$ cat src/rtl/key_entry_ctrl.sv
// Keypad entry sequencer: builds a 6-digit BCD entry from scanner key events,
// drives the seven-segment display word/enables, commits values and times beeps.
module key_entry_ctrl #(
  parameter int unsigned HOLD_CYC   = 50_000_000,
  parameter int unsigned BEEP_SHORT = 5_000_000,
  parameter int unsigned BEEP_LONG  = 25_000_000
) (
  input  logic        clk,
  input  logic        rst,
  input  logic [3:0]  key_num,
  input  logic        key_valid,
  output logic [23:0] disp_data,
  output logic [5:0]  disp_en,
  output logic        beep_on,
  output logic [23:0] entry_data,
  output logic        entry_valid,
  output logic        busy
);

  localparam int unsigned HW = (HOLD_CYC > 1) ? $clog2(HOLD_CYC) : 1;
  localparam int unsigned BW = (BEEP_LONG > 0) ? $clog2(BEEP_LONG + 1) : 1;
  localparam int unsigned DW = 24;

  localparam logic [1:0] S_IDLE  = 2'd0;
  localparam logic [1:0] S_ENTRY = 2'd1;
  localparam logic [1:0] S_HOLD  = 2'd2;
  localparam logic [1:0] S_ERR   = 2'd3;

  localparam logic [3:0] K_BKSP  = 4'hA;
  localparam logic [3:0] K_CLR   = 4'hB;
  localparam logic [3:0] K_ENTER = 4'hC;

  localparam logic [2:0] MAX_DIG = 3'd6;

  logic [1:0]    r_state;
  logic [DW-1:0] r_buf;
  logic [2:0]    r_cnt;
  logic [HW-1:0] r_hold;
  logic [BW-1:0] r_beep;
  logic [DW-1:0] r_entry;
  logic          r_entry_valid;
  logic [DW-1:0] r_disp_data;
  logic [5:0]    r_disp_en;
  logic          r_beep_on;
  logic          r_busy;

  logic [1:0]    w_state_nxt;
  logic [DW-1:0] w_buf_nxt;
  logic [2:0]    w_cnt_nxt;
  logic [HW-1:0] w_hold_nxt;
  logic [BW-1:0] w_beep_nxt;
  logic [DW-1:0] w_entry_nxt;
  logic          w_commit;
  logic          w_beep_load;
  logic [BW-1:0] w_beep_len;
  logic [DW-1:0] w_disp_data_nxt;
  logic [5:0]    w_disp_en_nxt;
  logic          w_is_digit;

  assign w_is_digit = (key_num <= 4'd9);

  // Next-state, buffer, timers and beep request
  always_comb begin
    w_state_nxt = r_state;
    w_buf_nxt   = r_buf;
    w_cnt_nxt   = r_cnt;
    w_hold_nxt  = r_hold;
    w_entry_nxt = r_entry;
    w_commit    = 1'b0;
    w_beep_load = 1'b0;
    w_beep_len  = '0;

    case (r_state)
      S_IDLE, S_ENTRY: begin
        if (key_valid) begin
          if (w_is_digit) begin
            if (r_cnt < MAX_DIG) begin
              w_buf_nxt   = {r_buf[19:0], key_num};
              w_cnt_nxt   = r_cnt + 3'd1;
              w_state_nxt = S_ENTRY;
              w_beep_load = 1'b1;
              w_beep_len  = BW'(BEEP_SHORT);
            end else begin
              w_state_nxt = S_ERR;
              w_hold_nxt  = HW'(HOLD_CYC - 1);
              w_beep_load = 1'b1;
              w_beep_len  = BW'(BEEP_LONG);
            end
          end else if (key_num == K_BKSP) begin
            if (r_cnt != 3'd0) begin
              w_buf_nxt   = {4'h0, r_buf[23:4]};
              w_cnt_nxt   = r_cnt - 3'd1;
              w_state_nxt = (r_cnt == 3'd1) ? S_IDLE : S_ENTRY;
              w_beep_load = 1'b1;
              w_beep_len  = BW'(BEEP_SHORT);
            end
          end else if (key_num == K_CLR) begin
            w_buf_nxt   = '0;
            w_cnt_nxt   = 3'd0;
            w_hold_nxt  = '0;
            w_state_nxt = S_IDLE;
            w_beep_load = 1'b1;
            w_beep_len  = BW'(BEEP_SHORT);
          end else if (key_num == K_ENTER) begin
            if (r_cnt != 3'd0) begin
              w_entry_nxt = r_buf;
              w_commit    = 1'b1;
              w_state_nxt = S_HOLD;
            end else begin
              w_state_nxt = S_ERR;
            end
            w_hold_nxt  = HW'(HOLD_CYC - 1);
            w_beep_load = 1'b1;
            w_beep_len  = BW'(BEEP_LONG);
          end
        end
      end
      default: begin
        // HOLD / ERR: only clear is honoured; otherwise run the hold timer
        if (key_valid && (key_num == K_CLR)) begin
          w_buf_nxt   = '0;
          w_cnt_nxt   = 3'd0;
          w_hold_nxt  = '0;
          w_state_nxt = S_IDLE;
          w_beep_load = 1'b1;
          w_beep_len  = BW'(BEEP_SHORT);
        end else if (r_hold == '0) begin
          w_buf_nxt   = '0;
          w_cnt_nxt   = 3'd0;
          w_state_nxt = S_IDLE;
        end else begin
          w_hold_nxt  = r_hold - HW'(1);
        end
      end
    endcase

    if (w_beep_load) begin
      w_beep_nxt = w_beep_len;
    end else if (r_beep != '0) begin
      w_beep_nxt = r_beep - BW'(1);
    end else begin
      w_beep_nxt = r_beep;
    end
  end

  // Display word and digit enables follow the state being entered
  always_comb begin
    w_disp_data_nxt = '0;
    w_disp_en_nxt   = 6'b000000;
    case (w_state_nxt)
      S_ENTRY: begin
        w_disp_data_nxt = w_buf_nxt;
        for (int i = 0; i < 6; i++) begin
          w_disp_en_nxt[i] = (3'(i) < w_cnt_nxt);
        end
      end
      S_HOLD: begin
        w_disp_data_nxt = w_entry_nxt;
        w_disp_en_nxt   = 6'b111111;
      end
      S_ERR: begin
        w_disp_data_nxt = 24'hEEEEEE;
        w_disp_en_nxt   = 6'b111111;
      end
      default: begin
        w_disp_data_nxt = '0;
        w_disp_en_nxt   = 6'b000000;
      end
    endcase
  end

  always_ff @(posedge clk) begin
    if (rst) begin
      r_state       <= S_IDLE;
      r_buf         <= '0;
      r_cnt         <= 3'd0;
      r_hold        <= '0;
      r_beep        <= '0;
      r_entry       <= '0;
      r_entry_valid <= 1'b0;
      r_disp_data   <= '0;
      r_disp_en     <= 6'b000000;
      r_beep_on     <= 1'b0;
      r_busy        <= 1'b0;
    end else begin
      r_state       <= w_state_nxt;
      r_buf         <= w_buf_nxt;
      r_cnt         <= w_cnt_nxt;
      r_hold        <= w_hold_nxt;
      r_beep        <= w_beep_nxt;
      r_entry       <= w_entry_nxt;
      r_entry_valid <= w_commit;
      r_disp_data   <= w_disp_data_nxt;
      r_disp_en     <= w_disp_en_nxt;
      r_beep_on     <= (w_beep_nxt != '0);
      r_busy        <= (w_state_nxt == S_HOLD) || (w_state_nxt == S_ERR);
    end
  end

  assign disp_data   = r_disp_data;
  assign disp_en     = r_disp_en;
  assign beep_on     = r_beep_on;
  assign entry_data  = r_entry;
  assign entry_valid = r_entry_valid;
  assign busy        = r_busy;

endmodule

$ cat config.mk
export PLATFORM = sky130hd
export DESIGN_NAME = key_entry_ctrl
export DESIGN_NICKNAME = d
export VERILOG_FILES = /design/src/rtl/key_entry_ctrl.sv
export SDC_FILE = /design/constraint.sdc
export NUM_CORES = 1
export LEC_CHECK = 0
export BUFFER_PORTS_ARGS = -buffer_cell sky130_fd_sc_hd__buf_4
export CORE_ASPECT_RATIO = 0.7
export CORE_MARGIN = 1
export CORE_UTILIZATION = 35
export DETAILED_ROUTE_END_ITERATION = 7
export PLACE_DENSITY = 0.64
export RECOVER_POWER = 100
export SLEW_MARGIN = 20
export SYNTH_ARGS = -nofsm -noshare
export SYNTH_HDL_FRONTEND = slang
export SYNTH_SLANG_ARGS = --single-unit
export TNS_END_PERCENT = 10
$ cat constraint.sdc
create_clock -name clk -period 6.45 [get_ports clk]
set_clock_uncertainty 0.1 [all_clocks]
set_input_delay 0.3225 -clock clk [delete_from_list [all_inputs] [get_ports clk]]
set_output_delay 0.3225 -clock clk [all_outputs]
set_load 0.01 [all_outputs]
* Yosys cells after proc, flatten, opt, wreduce, memory -nomap -nowiden
Cells that the tools add are included.
** Word-level totals
- Register bits after elaboration :: 137
- Input bits :: 7
- Word-level logic and storage cells :: 117
** Operators by class
- $add $sub $neg :: 4
- Magnitude comparators :: 8
- Eq/ne operators :: 13
- Muxes and demuxes :: 67
- Bitwise logic cells :: 3
- Reduce and logical (&&, ||, !) cells :: 11
** Operator list (number)
- $mux W24 :: 16
- $mux W26 :: 9
- $mux W25 :: 9
- $pmux W24 S3 :: 1
- $reduce_bool A25 Y1 :: 2
- $mux W23 :: 2
- $mux W3 :: 9
- $logic_not A26 Y1 :: 1
- $sub A26 B1 Y26 const B :: 1
- $sub A25 B1 Y25 const B :: 1
- $mux W2 :: 10
- $eq A4 B4 Y1 const B :: 3
- $pmux W6 S2 :: 1
- $mux W1 :: 10
- $reduce_or A7 Y1 :: 1
- $lt A1 B3 Y1 const A :: 2
- $lt A2 B3 Y1 const A :: 2
- $lt A3 B3 Y1 const A :: 2
- $ne A3 B3 Y1 const B :: 2
- $reduce_and A5 Y1 :: 1
- $eq A2 B1 Y1 const B :: 2
- $eq A2 B2 Y1 const B :: 2
- $le A4 B4 Y1 const B :: 1
- $ne A4 B4 Y1 const B :: 1
- 12 further kinds :: 15

* Longest topological paths before layout
Gate-level depths: netlist of the first run.
- Word-level depth :: 11
- Gate-level depth with buffers :: 12
- Depth with buffers taken out :: 10

* Least setup slack after synthesis of the first run
OpenSTA, ideal clock, no wires.
- Path kind :: reg2reg
- From :: register r_hold[0]
- To :: register r_disp_data[20], in the netlist disp_data[20]
- Setup time :: 0.117 ns
- Arrival :: 2.383 ns
- Data required time :: 6.233 ns
- Setup slack :: 3.850 ns
- Stages on the path, launching flop included :: 13
- Path through :: dfxtp_1 > inv_1 > ha_1 > or4b_1 > buf_2 > nor4_4 > a21boi_2 > o21ai_2 > o21ai_2 > buf_6 > and2_4 > buf_6 > a22o_1
** Between the ends
- Cells in the longest elaborated chain, start to end :: 6
- Elaborated cells on any way between the ends :: 11
- Classes of those cells :: eq/ne (3); mux (7); reduce/logical (1)
** Ends and longest elaborated chain
- from (decl) :: RTL line 38 : logic [HW-1:0] r_hold;
- from (signal assigned) :: RTL line 189 : r_hold <= w_hold_nxt;
- $logic_not A26 Y1 (*) :: RTL line 127 : end else if (r_hold == '0) begin
- $mux W2 :: RTL line 127
- $mux W2 :: RTL line 120 : if (key_valid && (key_num == K_CLR)) begin
- $mux W2 :: RTL line 73 : case (r_state)
- $eq A2 B2 Y1 / $eq A2 B1 Y1 (equally long branches) :: RTL line 150 : case (w_state_nxt)
- $pmux W24 S3 (*) :: RTL line 150
- to (signal assigned) :: RTL line 193 : r_disp_data <= w_disp_data_nxt;
- to (decl) :: RTL line 42 : logic [DW-1:0] r_disp_data;
Every way passes the cells marked *; elsewhere a longest branch is shown, timed or not.
A chain may end at the register's enable or synchronous reset.

* Worst setup path after layout of the first run
- From :: register r_hold[0]
- To :: register r_disp_data[16], in the netlist disp_data[16]
The elaborated chain is that of the path after synthesis.

==> out/metrics.yaml, run 1 <==
ioPinCount: 64
chipWidth_um: 167
power.density_nw_per_um2: 322
viasPerCell: 5.47
grt_pass1_wl_mm: 29.4
synth-main-ff-cell: "dfxtp_1"
cts_hold_buf: 0
cp_data_arrival_time_ns: 4.49
root_buffer: "clkbuf_16"
postCtsSetupBuffers: 0
synth_area_per_cell_um2: 8.23
globalRouteOverflowTotal: 0
setup_viol: 0
r2r-start: "r_hold[0]"
grt_antenna_before_repair: 0
clk_path_buf_depth: 2
crit_end: "disp_data[16]"
dpl.hpwl_mm: 12.1
r2r_slack_ns: 2.16
gp_congestion: 0.865
rows: 41
syn-cell-area_um2: 6640
fin_ws_ns: 2.16
ys_warn_count: 0
track_usage: 0.191
fin_setup_tns_ns: 0
path_max_fanout: 23
antennaDiodeCount: 0
numCtsBuffers: 17
ys_types: 72
r2r_end: "disp_data[16]"
routed_wl_mm: 18.0
first_global_vias: 5447
seq_area_frac_synth: 0.413
postSynth.asyncResetShare: 0
cap_viol_max_count: 4
cts_resized: 0
synth-edff-count: 0
required_ns: 6.65
fin_crit_ns: 4.29
power_uw: 2410
die_area_um2: 19500
slew_headroom: -0.238
clkLatencyLatePin_ns: 0.42
first_pass_iters: 7
run_status: "finished with violations"
vdd_drop_max_v: 0.000143
drt_iter0_markers: 571
reg2reg_depth: 8
syn_nets: 819
start_util: 0.363
post-route-drc-count: 2
port_buffers: 63
clk_pin_slew_worst_paths_ns: 0.06
fmax_ghz: 0.233
fp.dieH_um: 117
routed-via-count: 5955
syn2layout_area_growth_pct: 12.9
hp-class: "in -> reg"
htree_num_levels: 4
drive_gt1_frac: 0.0715
cp-end-kind: "register"
violations: "DRC, capacitance limit, slew limit"
pre_cts_slack_ns: 3.12
finalHoldViolations: 0
nets: 853
worst_pin_slew_ns: 1.86
ys_seq_elements: 137
drv_slew: 87
grt_max_degree: 54
routedWlPerCell_um: 16.5
post-route-period-util: 0.665
worstSetupPathType: "reg -> reg"
grt_setup_unrepaired: "false"
start_kind: "register"
critPathLaunch: "r_hold[0]"
clock_sink_count: 137
postRouteAntennaNets: 0
cts_tree: "yes"
core_region_area_um2: 18300
power_leakage_uw: 0.00273
syn_inst: 806
-- synthesized netlist by cell type, drive strengths merged (7+ instances only) --
library cell  count  area [um^2]
dfxtp           137         2740
nor2            100          375
a21oi            88          452
nand2            58          218
o21ai            50          258
nor3             36          185
clkbuf           33          128
mux2i            24          240
a211oi           23          173
buf              23          151
nor4             19          140
a21o             18          139
o22ai            17          106
xnor2            17          149
inv              15         56.3
nand3            12         60.1
nor2b            11         68.8
or4              10         75.1
nand2b            9         56.3
xor2              8         70.1
or2               7         43.8
-- power by group --
group	switching, uW	total (uW)	internal (uW)
sequential	77.5	994	917
combinational	323	513	190
clock	389	903	514
-- critical path: stages (launching register included) --
cell and delay, ns:
dfxtp_1 0.31, inv_1 0.09, ha_1 0.24, or4b_1 0.56
nor4_1 0.82, a21oi_1 0.19, o21bai_1 1.35, nor2_1 0.21
a22o_1 0.29
-- metal layers --
| layer | routed length (um) | up-vias | global-route usage |
|---|---|---|---|
| met5 | 0 | - | 0 |
| met4 | 143 | 0 | 0.0531 |
| met3 | 1230 | 17 | 0.0464 |
| met2 | 7030 | 200 | 0.255 |
| met1 | 9570 | 2760 | 0.295 |
| li1 | - | 2978 | - |
-- worst min-delay path by stage --
| stage | startpoint | to | slack, ns | cells past startpoint |
|---|---|---|---|---|
| 2_1_floorplan | r_hold[14] | r_hold[14] | 0.34 | 2 |
| 3_3_place_gp | r_hold[14] | r_hold[14] | 0.35 | 2 |
| 3_5_place_dp | r_hold[14] | r_hold[14] | 0.36 | 2 |
| 4_1_cts | rst | r_cnt[2] | 0.14 | 2 |
| 5_1_grt | rst | entry_data[17] | 0.16 | 2 |
| 6_report | rst | r_cnt[1] | 0.16 | 2 |
-- placed cells by master (no fill, tap or decap), types with 15 or more instances in the layout --
master     instances
a211oi_1          23
a21o_1            15
nor4_1            18
nor3_1            34
inv_1             15
nor2_1           100
clkbuf_16         17
clkbuf_1          63
mux2i_1           24
o22ai_1           17
a21oi_1           86
o21ai_0           47
dfxtp_1          137
xnor2_1           17
nand2_1           58
-- sequential cells by signal (all words and copies together), names as in the netlist --
register	cells
r_cnt	3
disp_data	24
beep_on	1
busy	1
entry_data	24
r_beep	25
entry_valid	1
r_state	2
r_buf	24
r_hold	26
disp_en	6
-- through the flow --
step / hold slack (ns) / util / std cells / cell area [um^2]
5_1_grt: 0.165 / 0.410 / 1089 / 7490
2_1_floorplan: 0.340 / - / 806 / 6640
3_3_place_gp: 0.355 / 0.394 / 1057 / 7200
4_1_cts: 0.142 / 0.425 / 1089 / 7750
6_report: 0.159 / 0.410 / 1089 / 7490
3_5_place_dp: 0.363 / 0.394 / 1057 / 7200
-- area by class of cell --
type	instances	area, um^2
clock buffers	20	457
clock inverters	12	92.6
fillers	1874	10800
inverters	15	56.3
multi-input cells	598	3550
flip-flops and latches	137	2740
well taps	236	295
repair buffers	71	300
-- cell families after synthesis --
| family | Yosys count | synth area share |
|---|---|---|
| AO/OA/AOI/OAI | 245 | 0.231 |
| XOR/XNOR | 25 | 0.0330 |
| adder cells (fa/ha/maj) | 6 | 0.0113 |
| buffers and inverters | 71 | 0.0505 |
| flip-flops | 137 | 0.413 |
| multiplexers | 25 | 0.0379 |
| AND/OR/NAND/NOR | 297 | 0.223 |
No activity file was read; power rests on OpenSTA's default activity.
==> run 2: changes to the inputs <==
- PLACE_DENSITY: 0.64 -> 0.66
- clock period: 6.45 -> 3.45 ns (I/O delays scaled with it)
==> run 2 against run 1 <==
Compared with the run above: cell count up 1.8%; register-to-register slack worse by 2.0 ns; worst hold slack worse by 0.020 ns; critical path type unchanged; flip-flop and latch count unchanged; setup slack got worse by 2.0 ns; maximum frequency is 31% higher; clock power is 110% higher; highest routed layer unchanged; sequential power increased by 87%; largest power group is now clock; design area increased by 2.7%; the flow finishes with violations (DRC).
==> out/metrics.yaml, run 2 (synthesized netlist as in run 1, its figures left out) <==
holdPathStages: 3  # +1
clk_pin_slew_worst_paths_ns: 0.06  # about the same
reg2reg_depth: 9  # +1
cts_tree: "yes"
multi_input_area_um2: 3560  # +0.49%
grt_setup_unrepaired: "false"
viasPerCell: 5.56  # +1.7%
grt_pass1_wl_mm: 29.2  # -0.77%
fp.dieH_um: 117  # unchanged
cp_data_arrival_time_ns: 3.55  # -0.94 ns
drt_iter0_markers: 730  # +28%
routedWlPerCell_um: 16.3  # -1.3%
final_area_um2: 7690  # +2.7%
highest_layer: "met4"
placed_cell_area_um2: 7350  # +2.0%
cts_resized: 0  # unchanged
violations: "DRC"
min_to: "r_buf[0]"
r2r_slack_ns: 0.17  # -2.00 ns
fin_ws_ns: 0.165  # -2.00 ns
setup_viol: 0  # unchanged
antennaDiodeCount: 0  # unchanged
final_core_util: 0.421  # +0.0112
cap_viol_max_count: 0  # -4
post-route-period-util: 0.952  # +0.287
seqCellArea_um2: 2740  # unchanged
dpl.hpwl_mm: 12.5  # +3.0%
cts_hold_buf: 0  # unchanged
first_pass_iters: 8  # +1
fin_setup_tns_ns: 0  # unchanged
nets: 873  # +2.3%
numCtsBuffers: 17  # unchanged
start_kind: "register"
die_area_um2: 19500  # unchanged
required_ns: 3.72  # -2.93 ns
clk_path_buf_depth: 2  # unchanged
mostFrequentLayoutCells: "dfxtp_1, nor2_1, a21oi_1"
mostFrequentLayoutCell: "dfxtp_1"
postCtsSetupBuffers: 0  # unchanged
power_leakage_uw: 0.00287  # +4.9%
first_global_vias: 5450  # +0.055%
layout.cells.non_filler: 1109  # +1.8%
grt_antenna_before_repair: 0  # unchanged
power.density_nw_per_um2: 617  # +92%
worstSetupPathType: "reg -> reg"
ioPinCount: 64  # unchanged
wl_met1_mm: 9.84  # +2.8%
place_inst: 1077  # +1.9%
path_max_fanout: 11  # -52%
track_usage: 0.189  # -0.00201
htree_num_levels: 4  # unchanged
cp-end-kind: "register"
clkLatencyLatePin_ns: 0.42  # about the same
grt_max_degree: 55  # +1.9%
clock_sink_count: 137  # unchanged
fillers: 1904  # +1.6%
routed-via-count: 6165  # +3.5%
start_util: 0.363  # unchanged
worst_pin_slew_ns: 0.944  # -0.913 ns
run_status: "finished with violations"
regMostFlops: "r_hold"
drive_gt1_frac: 0.0951  # +0.0236
largest_reg_flops: 26  # unchanged
gp_congestion: 0.936  # +8.2%
slew_headroom: 0.371  # +0.609
reg_top3: "r_hold (26), r_beep (25)"
r2r-start: "r_cnt[0]"
syn2layout_area_growth_pct: 16.0
wl_met2_mm: 6.82  # -2.9%
vdd_drop_max_v: 0.000355  # +150%
root_buffer: "clkbuf_16"
port_buffers: 63  # unchanged
core_region_area_um2: 18300  # unchanged
routed_wl_mm: 18.1  # +0.52%
r2r_end: "disp_data[3]"
finalHoldViolations: 0  # unchanged
post-route-drc-count: 3  # +1
rows: 41  # unchanged
globalRouteOverflowTotal: 0  # unchanged
postRouteAntennaNets: 0  # unchanged
hp-class: "in -> reg"
pre_cts_slack_ns: 0.346  # -2.78 ns
dr_wl_met3_mm: 1.23  # +0.16%
fmax_ghz: 0.304  # +31%
drv_slew: 0  # -100%
chipWidth_um: 167  # unchanged
fin_crit_ns: 3.28  # -1.00 ns
min-delay-start: "key_num[0]"
run 2: worst max-delay path by stage:
| stage | startpoint | slack, ns | endpoint | cells after the start |
|---|---|---|---|---|
| floorplan | r_hold[0] | 0.85 | disp_data[20] | 12 |
| global placement | r_hold[0] | 0.52 | disp_data[18] | 10 |
| detailed placement | r_hold[0] | 0.35 | disp_data[18] | 10 |
| CTS | r_hold[0] | 0.31 | disp_data[18] | 10 |
| global route | r_cnt[0] | 0.06 | disp_data[3] | 9 |
| finish | r_cnt[0] | 0.17 | disp_data[3] | 9 |
run 2: through the flow:
step | power (uW) | hold WS [ns]
2_1_floorplan | 2620 | 0.340
3_3_place_gp | 2890 | 0.359
3_5_place_dp | 2900 | 0.364
4_1_cts | 4780 | 0.137
5_1_grt | 4970 | 0.169
6_report | 4750 | 0.139
run 2: routing by layer:
metal | up-vias | global-route usage
met4 | 0 | 0.0537
met2 | 253 | 0.253
met5 | - | 0
met3 | 18 | 0.0434
met1 | 2862 | 0.293
li1 | 3032 | -
run 2: report_power, final:
group          total [uW]  internal (uW)  leakage [uW]  switching, uW
sequential           1860           1710       0.00112            143
clock                1890           1090      0.000288            791
combinational        1010            382       0.00146            623
total                4750           3190       0.00287           1560
run 2: critical path: stages, from the launching register on:
cell and delay, ns:
dfxtp_1 0.39, inv_1 0.10, ha_1 0.24, nor2b_1 0.23, nor3_1 0.75, clkbuf_1 0.46
a21oi_1 0.13, or4_1 0.51, a21oi_1 0.17, a21o_2 0.15
run 2: final cells by class:
class	count	area share
Sequential cell	137	0.356
Tap cell	236	0.0384
Clock buffer	17	0.0553
Clock inverter	15	0.0231
Multi-Input combinational cell	598	0.463
Timing Repair Buffer	91	0.0563
Inverter	15	0.00732
==> run 3: changes to the inputs <==
- PLACE_DENSITY: 0.66 -> 0.64
- clock period: 3.45 -> 3.1 ns (I/O delays scaled with it)
==> run 3 against run 2 <==
Compared with the run above: the run still ends with DRC left; setup slack gained 0.041 ns; combinational power grew 21%; die area is the same; cell count grew 1.8%; largest cell class unchanged; largest power group unchanged.
==> out/metrics.yaml, run 3 (synthesized netlist as in run 1, its figures left out) <==
worst_pin_slew_ns: 0.931  # -0.0130 ns
drive_gt1_frac: 0.118  # +0.0225
start_util: 0.363  # unchanged
antennaDiodeCount: 0  # unchanged
routedWlPerCell_um: 16.3  # +0.18%
viasPerCell: 5.54  # -0.34%
clock_sink_count: 137  # unchanged
seqCellArea_um2: 2740  # unchanged
drt_iter0_markers: 627  # -14%
syn2layout_area_growth_pct: 18.9
core_region_area_um2: 18300  # unchanged
start_kind: "register"
chipWidth_um: 167  # unchanged
postRouteAntennaNets: 0  # unchanged
grt_pass1_wl_mm: 29.7  # +1.8%
cts_hold_buf: 0  # unchanged
vdd_drop_max_v: 0.000310  # -13%
die_area_um2: 19500  # unchanged
clk_pin_slew_worst_paths_ns: 0.06  # about the same
cts_tree: "yes"
power.density_nw_per_um2: 676  # +9.5%
worstSetupPathType: "reg -> reg"
routed-via-count: 6255  # +1.5%
clk_path_buf_depth: 2  # unchanged
post-route-period-util: 0.934  # -0.0185
root_buffer: "clkbuf_16"
fp.dieH_um: 117  # unchanged
first_global_vias: 5467  # +0.31%
post-route-drc-count: 2  # -1
fmax_ghz: 0.346  # +13%
fin_setup_tns_ns: 0  # unchanged
rows: 41  # unchanged
reg2reg_depth: 9  # unchanged
reg_top3: "r_hold (26), r_beep (25)"
finalHoldViolations: 0  # unchanged
holdPathStages: 2  # -1
grt_antenna_before_repair: 0  # unchanged
mostFrequentLayoutCell: "dfxtp_1"
violations: "DRC"
r2r_slack_ns: 0.21  # +0.04 ns
regMostFlops: "r_hold"
htree_num_levels: 4  # unchanged
drv_slew: 0  # unchanged
required_ns: 3.31  # -0.41 ns
mostFrequentLayoutCells: "dfxtp_1, nor2_1, a21oi_1"
slew_headroom: 0.380  # +0.00866
clkLatencyLatePin_ns: 0.42  # about the same
final_core_util: 0.432  # +0.0106
gp_congestion: 0.880  # -6.0%
track_usage: 0.193  # +0.00393
nets: 893  # +2.3%
routed_wl_mm: 18.4  # +2.0%
run_status: "finished with violations"
largest_reg_flops: 26  # unchanged
hp-class: "in -> reg"
ioPinCount: 64  # unchanged
path_max_fanout: 25  # +14
port_buffers: 63  # unchanged
first_pass_iters: 7  # -1
grt_max_degree: 43  # -22%
cap_viol_max_count: 0  # unchanged
globalRouteOverflowTotal: 0  # unchanged
numCtsBuffers: 17  # unchanged
cp_data_arrival_time_ns: 3.10  # -0.45 ns
power_leakage_uw: 0.00298  # +3.9%
dpl.hpwl_mm: 12.9  # +2.9%
fin_crit_ns: 2.89  # -0.391 ns
grt_setup_unrepaired: "false"
fillers: 1858  # -2.4%
setup_viol: 0  # unchanged
multi_input_area_um2: 3560  # -0.18%
cp-end-kind: "register"
==> run 3: cell type report <==
cell class	count	share of cell area
clock buffer	21	0.0596
clock inverter	11	0.0173
inverter	15	0.00761
multi-input combinational	598	0.451
sequential	137	0.348
tap	236	0.0374
timing repair buffer	111	0.0792
==> run 3: worst paths after layout <==
check                  start             to
setup / recovery    r_cnt[0]  disp_data[22]
hold / removal           rst      r_beep[6]
setup reg to reg    r_cnt[0]  disp_data[22]
hold reg to reg   r_hold[12]     r_hold[12]
==> run 3: through the flow <==
step	hold WS, ns	total power [uW]	setup slack [ns]	cells	cell area, um^2
after floorplan	0.340	2910	0.500	806	6640
after global placement	0.355	3310	0.392	1096	7530
after detailed placement	0.361	3310	0.288	1096	7530
after CTS	0.0663	5380	0.271	1128	8130
after global routing	0.0763	5600	0.0389	1129	7890
final	0.0857	5330	0.206	1129	7890
==> run 3: metal layers <==
metal  track usage  up-vias  wire [um]
met5             0        -          0
met4        0.0500        0         97
met3        0.0471        9       1520
met2         0.251      280       6920
li1              -     3071          -
met1         0.304     2895       9880
==> run 3: critical path, stage by stage, from the launching register on <==
cell	delay (ns)
dfxtp_1	0.41
inv_1	0.11
ha_1	0.25
nor2b_1	0.16
buf_4	0.16
nor3_1	0.17
clkbuf_2	0.73
mux2i_1	0.37
a21oi_1	0.11
a21o_2	0.19
==> run 3: power breakdown <==
| group | leakage, uW | internal, uW | switching (uW) |
|---|---|---|---|
| clock | 0.000291 | 1260 | 796 |
| combinational | 0.00157 | 494 | 728 |
| sequential | 0.00112 | 1910 | 142 |
==> run 3: timing repair <==
| action | CTS | global route |
|---|---|---|
| endpoints found under the hold margin | 0 | 0 |
| setup endpoints to repair | 0 | 3 |
| setup buffers | 0 | 1 |
| gates resized for setup | 0 | 1 |
